--- config.mk ---
export PLATFORM = sky130hd
export DESIGN_NAME = decimal_event_counter
export DESIGN_NICKNAME = d
export VERILOG_FILES = /design/src/rtl/decimal_event_counter.sv
export SDC_FILE = /design/constraint.sdc
export NUM_CORES = 1
export LEC_CHECK = 0
export ABC_AREA = 0
export CORE_ASPECT_RATIO = 1.25
export CORE_MARGIN = 1.5
export CORE_UTILIZATION = 51
export DETAILED_ROUTE_END_ITERATION = 8
export GPL_TIMING_DRIVEN = 0
export PLACE_DENSITY = 0.71
export SETUP_SLACK_MARGIN = 0.1
export SLEW_MARGIN = 40
export SYNTH_ARGS = -nofsm -noshare
export SYNTH_HDL_FRONTEND = slang
export SYNTH_SLANG_ARGS = --single-unit
--- constraint.sdc ---
create_clock -name clk -period 3.05 [get_ports clk]
set_input_delay 0.61 -clock clk [delete_from_list [all_inputs] [get_ports clk]]
set_output_delay 0.61 -clock clk [all_outputs]
set_load 0.02 [all_outputs]
--- src/rtl/decimal_event_counter.sv ---
// Debounced push-button up/down/clear counter for a 4-digit display.
// Optional down-counting on btn_dec is enabled by defining DECIMAL_EVENT_COUNTER_DOWN_EN.
module decimal_event_counter #(
    parameter int DEBOUNCE_CYCLES = 1000000,
    parameter int MAX_COUNT       = 9999
) (
    input  logic        clk,
    input  logic        rst,
    input  logic        btn_inc,
    input  logic        btn_dec,
    input  logic        btn_clr,
    output logic [15:0] displayed_number,
    output logic        wrap
);

`ifdef DECIMAL_EVENT_COUNTER_DOWN_EN
    localparam int unsigned NB = 3;
`else
    localparam int unsigned NB = 2;
`endif
    localparam int unsigned CW = (DEBOUNCE_CYCLES > 1) ? $clog2(DEBOUNCE_CYCLES) : 1;
    localparam logic [CW-1:0] DB_LAST = CW'(DEBOUNCE_CYCLES - 1);
    localparam logic [15:0]   MAX_VAL = 16'(MAX_COUNT);

    // Lane order: [0] inc, [1] clr, [2] dec (only when down-counting is built in)
    logic [NB-1:0] w_raw;
    logic [NB-1:0] r_sync1;
    logic [NB-1:0] r_sync2;
    logic [NB-1:0] r_db;
    logic [NB-1:0] r_db_prev;
    logic [NB-1:0] r_press;
    logic [CW-1:0] r_cnt [NB];
    logic          w_inc;
    logic          w_clr;
    logic          w_dec;
    logic [15:0]   r_count;
    logic          r_wrap;

`ifdef DECIMAL_EVENT_COUNTER_DOWN_EN
    assign w_raw = {btn_dec, btn_clr, btn_inc};
    assign w_dec = r_press[2];
`else
    logic w_unused_dec;
    assign w_raw        = {btn_clr, btn_inc};
    assign w_dec        = 1'b0;
    assign w_unused_dec = btn_dec;
`endif
    assign w_inc = r_press[0];
    assign w_clr = r_press[1];

    // The debounce counter only runs while the synchronized level disagrees with
    // the accepted level; any return to agreement restarts it.
    always_ff @(posedge clk or posedge rst) begin
        if (rst) begin
            r_sync1   <= '0;
            r_sync2   <= '0;
            r_db      <= '0;
            r_db_prev <= '0;
            r_press   <= '0;
            for (int unsigned i = 0; i < NB; i++) begin
                r_cnt[i] <= '0;
            end
        end else begin
            r_sync1   <= w_raw;
            r_sync2   <= r_sync1;
            r_db_prev <= r_db;
            r_press   <= r_db & ~r_db_prev;
            for (int unsigned i = 0; i < NB; i++) begin
                if (r_sync2[i] == r_db[i]) begin
                    r_cnt[i] <= '0;
                end else if (r_cnt[i] == DB_LAST) begin
                    r_db[i]  <= r_sync2[i];
                    r_cnt[i] <= '0;
                end else begin
                    r_cnt[i] <= r_cnt[i] + CW'(1);
                end
            end
        end
    end

    always_ff @(posedge clk or posedge rst) begin
        if (rst) begin
            r_count <= '0;
            r_wrap  <= 1'b0;
        end else begin
            r_wrap <= 1'b0;
            if (w_clr) begin
                r_count <= '0;
            end else if (w_inc && !w_dec) begin
                if (r_count >= MAX_VAL) begin
                    r_count <= '0;
                    r_wrap  <= 1'b1;
                end else begin
                    r_count <= r_count + 16'd1;
                end
            end else if (w_dec && !w_inc) begin
                if (r_count == '0) begin
                    r_count <= MAX_VAL;
                    r_wrap  <= 1'b1;
                end else if (r_count > MAX_VAL) begin
                    r_count <= MAX_VAL;
                end else begin
                    r_count <= r_count - 16'd1;
                end
            end
        end
    end

    assign displayed_number = r_count;
    assign wrap             = r_wrap;

endmodule
# Word-level counts from Yosys, hierarchy flattened
# Cells that the tools add are included.
op_classes:
  shifts: 0
  mux: 10
  n_eq_ne: 4
  add_sub_neg: 3
  reduce_logical: 3
  n_div: 0
  mul: 0
  order_cmp: 1
  bitwise: 4
ops:
  columns: ["op", "count"]
  rows:
  - ["$mux 20", 4]
  - ["$mux 16", 3]
  - ["$add 20x1->20 const B", 2]
  - ["$eq 20x20->1 const B", 2]
  - ["$add 16x1->16 const B", 1]
  - ["$ge 16x14->1 const B", 1]
  - ["$reduce_and 2->1", 2]
  - ["$mux 1", 3]
  - ["$and 2x2->2", 1]
  - ["$eq 1x1->1", 2]
  - ["$not 1->1", 2]
  - ["$not 2->2", 1]
  - ["$reduce_bool 2->1", 1]
totals:
  mem_bits_rw: 0
  register_bits: 67
  memories: 0
  input_bits: 5
  latch_bits: 0
  output_inout_bits: 17
  romBits: 0

# Logic depth before layout (Yosys ltp)
# Gate-level depths: netlist (run 1).
depth:
  depth_word: 4
  depth_mapped: 6
  depth_no_buf: 5

# Worst setup path before layout (run 1)
# Ideal clock, no wire load.
synth_timing:
  path_kind: "flip-flop to flip-flop"
  startpoint: "reg r_count[0], in the netlist displayed_number[0]"
  endpoint: "reg r_count[15], in the netlist displayed_number[15]"
  t_arrival_ns: 1.842
  setup_slack_ns: 1.072
  n_path_buf: 1
  synth_period_minus_slack_ns: 1.978
  path_stages_with_launch: 7
  path_cell_list: "dfrtp_1 -> ha_1 -> nand3_1 -> a211o_1 -> a21boi_0 -> clkbuf_1 -> nor3_1"
synth_between:
  elab_chain_len: 4
  word_cells_on_any_way: 5
  cone_classes: "1 x add/sub; 1 x order compare; 3 x mux"
synth_rtl:
  columns: ["element", "line", "rtl"]
  rows:
  - ["from (decl)", "36", "logic [15:0] r_count;"]
  - ["from (signal assigned)", "94", "r_count <= r_count + 16'd1;"]
  - ["from (signal assigned)", "103", "r_count <= r_count - 16'd1;"]
  - ["$add 16x1->16 / $ge 16x14->1 (equally long branches)", "94, 90", null]
  - ["$mux 16 (*)", "90", "if (r_count >= MAX_VAL) begin"]
  - ["$mux 16 (*)", "89", "end else if (w_inc && !w_dec) begin"]
  - ["$mux 16 (*)", "87", "if (w_clr) begin"]
# Mark *: on every way between the ends. The rest lies on a longest branch, timed or not. The select of a mux whose other input is x is not followed.
# A chain may end at the register's enable or synchronous reset.

# Worst setup path in the final report (run 1)
# Ends and elaborated chain as after synthesis.

==> results of run 1 <==
[state kept, by name, summed over array words and instances (netlist names)]
signal	count
r_cnt	40
displayed_number	16
r_db	2
r_db_prev	2
r_press	2
r_sync1	2
r_sync2	2
wrap	1
[cells by family after synthesis]
| family | Yosys count | synth area share [%] |
|---|---|---|
| adders and majority gates | 3 | 1.19 |
| buffers and inverters | 18 | 2.18 |
| xor gates and xnor gates | 37 | 10.3 |
| DFF | 67 | 53.1 |
| AOI/OAI and AO/OA | 35 | 6.77 |
| and+or+nand+nor | 152 | 25.8 |
| muxes | 2 | 0.713 |
[final cells by class]
cell class	count	area [sq um]	share of cell area [%]
inverter	12	47.5	1.31
timing repair buffer	21	220	6.06
tap	82	103	2.82
multi-input combinational	229	1410	38.9
buffer	6	23.8	0.654
clock buffer	13	149	4.10
sequential	67	1680	46.1
[cell usage after synthesis]
cell type | count | area share, %
dfrtp_1 | 67 | 53
nor2_1 | 35 | 4.2
xnor2_1 | 28 | 7.8
nor3_1 | 24 | 3.8
nand3_1 | 18 | 2.9
nand2_1 | 17 | 2.0
a21oi_1 | 14 | 2.2
inv_1 | 12 | 1.4
nor4_1 | 11 | 2.2
xor2_1 | 9 | 2.5
nand4_1 | 8 | 1.6
and3_1 | 7 | 1.4
o21ai_0 | 6 | 0.95
or3_1 | 6 | 1.2
clkbuf_1 | 5 | 0.59
or4_1 | 5 | 1.2
nand2b_1 | 4 | 0.79
nand4b_1 | 4 | 1.1
nor2b_1 | 4 | 0.79
o31ai_1 | 4 | 0.95
a31oi_1 | 3 | 0.59
ha_1 | 3 | 1.2
and2_1 | 2 | 0.40
mux2_2 | 2 | 0.71
nor3b_1 | 2 | 0.48
nor4b_1 | 2 | 0.55
o211ai_1 | 2 | 0.48
a211o_1 | 1 | 0.28
a21boi_0 | 1 | 0.24
buf_2 | 1 | 0.16
nand4_4 | 1 | 0.67
nor4bb_1 | 1 | 0.32
o2111ai_1 | 1 | 0.28
o21a_1 | 1 | 0.24
o21ai_1 | 1 | 0.16
o31ai_2 | 1 | 0.40
or4_4 | 1 | 0.36
[worst max-delay path by stage]
stage          slack, ns  cells past startpoint                               end                       startpoint
6_report            0.86                      6  displayed_number[15]$_DFFE_PP0P_  displayed_number[0]$_DFFE_PP0P_
4_1_cts             0.82                      5               r_cnt[14]$_DFF_PP0_              r_cnt[12]$_DFF_PP0_
3_5_place_dp        0.83                      5               r_cnt[14]$_DFF_PP0_              r_cnt[12]$_DFF_PP0_
2_1_floorplan       0.76                      1   displayed_number[0]$_DFFE_PP0P_                              rst
3_3_place_gp       -0.35                      2               r_cnt[38]$_DFF_PP0_                              rst
5_1_grt             0.62                      6   displayed_number[9]$_DFFE_PP0P_  displayed_number[0]$_DFFE_PP0P_
[through the flow]
step | hold WS, ns | instances | util, % | cell area, sq um
floorplan | 0.331 | 314 | - | 3160
global placement | 0.334 | 416 | 58.7 | 3460
detailed placement | 0.337 | 417 | 59.1 | 3480
CTS | 0.352 | 430 | 61.6 | 3630
global route | 0.371 | 430 | 61.6 | 3630
finish | 0.348 | 430 | 61.6 | 3630
[cells in the final DEF (no fill, tap or decap), drive strengths merged]
cell	count
a211o	1
a21boi	1
a21oi	14
a31oi	3
and2	2
and3	7
buf	2
clkbuf	18
clkdlybuf4s50	20
dfrtp	67
ha	3
inv	12
mux2	2
nand2	17
nand2b	4
nand3	18
nand4	9
nand4b	4
nor2	35
nor2b	4
nor3	24
nor3b	2
nor4	11
nor4b	2
nor4bb	1
o2111ai	1
o211ai	2
o21a	1
o21ai	7
o31ai	5
or3	6
or4	6
xnor2	28
xor2	9
[metal layers]
metal  GRT usage [%]  wire, um
met1            26.7      2760
met2            32.6      2920
met3            4.33       155
met4            7.72        97
met5               0         0
[where the power goes]
part           internal (mW)  total (mW)  switching [mW]
clock network          0.305       0.606           0.301
logic                 0.0145      0.0472          0.0327
registers              0.898       0.907         0.00943
total                   1.22        1.56           0.343
==> flow_summary.json, run 1 <==
{
  "reg2reg_depth": 6,
  "final.setup.tns_ns": 0,
  "synth-seq-cells": 67,
  "critPathKind": "flip-flop to flip-flop",
  "fin_crit_sh_pct": 71.8,
  "synth.avg_cell_area_sq_um": 10.1,
  "hp-start": "r_sync1[0]$_DFF_PP0_",
  "syn-num-nets": 322,
  "rrSetupSlack_ns": 0.86,
  "netlist_instances": 314,
  "r2r-end": "displayed_number[15]$_DFFE_PP0P_",
  "whs_endpoint": "r_sync2[0]$_DFF_PP0_",
  "port_buffers": 20,
  "cp_slowest_stage_delay_ns": 0.41,
  "ys_seq_area_share_pct": 53.1,
  "antennaDiodeCount": 0,
  "maxCapViolCount": 0,
  "initial_core_util_pct": 53.6,
  "grt_overflow": 0,
  "grt_pass1_wl_mm": 10.7,
  "viasPerCell": 5.57,
  "core-area_sq_um": 5900,
  "io_pins": 22,
  "die_w_um": 73.4,
  "relSlewSlack_pct": 51.8,
  "p_per_area_nw_per_um2": 430,
  "cpLargestDelayFamily": "compound AO/OA/AOI/OAI gates",
  "fin_nets": 354,
  "synthToLayoutAreaGrowth_pct": 15.0,
  "clk_pin_slew_ns": 0.06,
  "totalPowerFinal_mw": 1.56,
  "rows": 31,
  "crit_fanout": 10,
  "vdd_drop_max_mv": 0.264,
  "synth.distinct_cells": 37,
  "cts_made_buffers": 9,
  "ant_nets": 0,
  "grt_max_degree": 35,
  "clk_path_buf_depth": 2,
  "yosys_warnings": 0,
  "hold_depth": 0,
  "timing.rr.start": "displayed_number[0]$_DFFE_PP0P_",
  "crit_path_start_kind": "flip-flop",
  "clock-sinks": 67,
  "ctsRootBufferMaster": "clkbuf_8",
  "antenna_found_initial": 0,
  "drt-total-wl_mm": 5.94,
  "cp-end-kind": "flip-flop",
  "drive_above_1_share_pct": 5.17,
  "place_ws_ns": 0.834,
  "tightest_slew_ns": 0.719,
  "drt_iter0_drc": 99,
  "worstSkewPairLatency_ns": 0.33,
  "grt_setup_unrepaired": "no",
  "syn-cell-area_sq_um": 3160,
  "num_vias": 2396,
  "cp.arrival_ns": 2.39,
  "hold_buffers": 0,
  "cp.required_ns": 3.24,
  "status": "finished clean",
  "p_leak_nw": 1.45,
  "layout_setup_ws_ns": 0.860,
  "crit_path_top_delay_cell": "dfrtp_1",
  "wl_per_cell_um": 13.8,
  "hold_violations": 0,
  "fmax_mhz": 457,
  "hp-class": "flip-flop to flip-flop",
  "hpwl_mm": 4.19,
  "place_congestion": 0.805,
  "cts_tree": "built",
  "htree_levels": 3,
  "route.detailed.drc": 0,
  "grt_pass1_vias": 2385,
  "die_h_um": 91.0,
  "final.setup_skew_ns": 0.00793,
  "fillers": 511,
  "first_pass_iters": 4,
  "cts_resized": 0,
  "setup_violations": 0,
  "die_area_sq_um": 6680,
  "cts_setup_buffers": 0,
  "path_cells": "ha_1 -> nand3_1 -> a211o_1 -> a21boi_0 -> clkbuf_1 -> nor3_1",
  "path_buf_inv": 1,
  "grt_usage_pct": 20.3,
  "fin_crit_ns": 2.19,
  "drv_slew": 0
}
Note: power is estimated with default switching activity, not from simulation.
==> run 2, diff against run 1 <==
--- a/config.mk
+++ b/config.mk
@@ -11,7 +11,7 @@
 export CORE_UTILIZATION = 51
 export DETAILED_ROUTE_END_ITERATION = 8
 export GPL_TIMING_DRIVEN = 0
-export PLACE_DENSITY = 0.71
+export PLACE_DENSITY = 0.73
 export SETUP_SLACK_MARGIN = 0.1
 export SLEW_MARGIN = 40
 export SYNTH_ARGS = -nofsm -noshare
==> constraint.sdc (replaced) <==
create_clock -name clk -period 2 [get_ports clk]
set_input_delay 0.4 -clock clk [delete_from_list [all_inputs] [get_ports clk]]
set_output_delay 0.4 -clock clk [all_outputs]
set_load 0.02 [all_outputs]
==> flow_summary.json, run 2 (synthesis gave the netlist of run 1 again) <==
{
  "ant_nets": 0,
  "tightest_slew_ns": 0.571,
  "final_core_util_pct": 68.4,
  "viasPerCell": 5.67,
  "grt_usage_pct": 21.8,
  "initial_core_util_pct": 53.6,
  "port_buffers": 20,
  "crit_fanout": 5,
  "cp.required_ns": 2.27,
  "fillers": 454,
  "die_area_sq_um": 6680,
  "vdd_drop_max_mv": 0.550,
  "final_cell_mix": "dfrtp_1, nor2_1, xnor2_1",
  "grt_max_degree": 23,
  "antennaDiodeCount": 0,
  "p_per_area_nw_per_um2": 683,
  "maxCapViolCount": 0,
  "num_vias": 2574,
  "hold_buffers": 0,
  "cts_made_buffers": 9,
  "fmax_mhz": 540,
  "grt_pass1_vias": 2500,
  "layout_commonest_cell": "dfrtp_1",
  "fin_nets": 375,
  "dp.cells": 419,
  "grt_pass1_wl_mm": 11.3,
  "crit_path_start_kind": "flip-flop",
  "wl_per_cell_um": 14.8,
  "drive_above_1_share_pct": 18.5,
  "grt_overflow": 0,
  "drt_iter0_drc": 173,
  "htree_levels": 3,
  "place_congestion": 0.849,
  "die_h_um": 91.0,
  "cp-end-kind": "flip-flop",
  "relSlewSlack_pct": 61.6,
  "fin_crit_ns": 1.85,
  "hold_violations": 0,
  "grt_setup_unrepaired": "yes",
  "cts_tree": "built",
  "first_pass_iters": 4,
  "rows": 31,
  "io_pins": 22,
  "die_w_um": 73.4,
  "clock-sinks": 67,
  "regMostFlops": "r_cnt",
  "status": "finished clean",
  "ctsRootBufferMaster": "clkbuf_8",
  "totalPowerFinal_mw": 2.75,
  "drt-total-wl_mm": 6.70,
  "cp.arrival_ns": 2.12,
  "antenna_found_initial": 0,
  "hp-class": "primary input to asynchronous set/reset pin",
  "synthToLayoutAreaGrowth_pct": 27.6,
  "critPathKind": "flip-flop to flip-flop",
  "largest_register_ffs": 40,
  "drv_slew": 0,
  "p_leak_nw": 1.64,
  "clk_pin_slew_ns": 0.07,
  "instances_no_fill": 454,
  "setup_violations": 0,
  "route.detailed.drc": 0,
  "worstSkewPairLatency_ns": 0.35,
  "fin_crit_sh_pct": 92.5,
  "core-area_sq_um": 5900,
  "hpwl_mm": 4.33,
  "clk_path_buf_depth": 2,
  "final.setup_skew_ns": 0.00856
}
[run 2: cell types whose count changed in the layout (fill, tap and decap cells not counted), sizes merged]
cell / previous run / this run
inv: 12 / 11
dlymetal6s2s: 0 / 2
bufinv: 0 / 2
clkinvlp: 0 / 3
clkbuf: 18 / 15
clkinv: 0 / 2
buf: 2 / 23
clkdlybuf4s50: 20 / 18
[run 2: timing repair]
item,in CTS,in global routing
gates cloned,0,0
setup buffers,8,11
pin swaps,3,3
resized for setup,11,20
endpoints found under the setup margin,37,42
[run 2: layout make-up]
| type | instances | area, sq um | share of cell area [%] |
|---|---|---|---|
| repair buffers | 42 | 430 | 10.7 |
| clock buffers | 10 | 138 | 3.41 |
| inverters | 12 | 48.8 | 1.21 |
| plain buffers | 6 | 32.5 | 0.807 |
| multi-input cells | 229 | 1510 | 37.4 |
| clock inverters | 6 | 88.8 | 2.20 |
| well taps | 82 | 103 | 2.54 |
| flip-flops and latches | 67 | 1680 | 41.7 |
[run 2: final timing paths]
path	start	endpoint	slack (ns)	depth (start not counted)
worst max-delay path	r_cnt[22]$_DFF_PP0_	r_cnt[35]$_DFF_PP0_	0.15	5
min in group clk	r_sync1[0]$_DFF_PP0_	r_sync2[0]$_DFF_PP0_	0.35	0
worst min register to register	r_sync1[0]$_DFF_PP0_	r_sync2[0]$_DFF_PP0_	0.35	0
worst min-delay path	rst	r_cnt[9]$_DFF_PP0_	0.35	2
worst max register to register	r_cnt[22]$_DFF_PP0_	r_cnt[35]$_DFF_PP0_	0.15	5
max in group asynchronous	rst	displayed_number[4]$_DFFE_PP0P_	1.05	4
[run 2: worst max-delay path, stage by stage, from the launching register on]
cell	delay [ns]
dfrtp_2	0.43
nand4_4	0.12
buf_4	0.16
or4_4	0.56
or3_1	0.35
a21oi_1	0.15
[run 2: per-stage QoR]
stage / cell area [sq um] / hold slack (ns) / setup TNS (ns) / setup WS, ns
floorplan: 3170 / 0.331 / 0 / 0.106
global placement: 3470 / 0.335 / -2.18 / -0.178
detailed placement: 3550 / 0.339 / -2.38 / -0.173
CTS: 3890 / 0.353 / 0 / 0.116
global route: 4030 / 0.361 / 0 / 0.0428
finish: 4030 / 0.354 / 0 / 0.149
[run 2: where the power goes]
group	internal (mW)	switching (mW)
logic	0.0497	0.0596
registers	1.37	0.0140
clock network	0.735	0.528
total	2.15	0.601
[run 2: per-layer routing]
layer | wire length, um | up-vias | share of wire [%] | GRT usage, %
met3 | 262 | 12 | 3.9 | 4.44
met4 | 133 | 0 | 2.0 | 11.0
met2 | 3370 | 77 | 50 | 34.6
li1 | - | 1229 | - | -
met5 | 0 | - | 0 | 0
met1 | 2930 | 1256 | 44 | 28.0
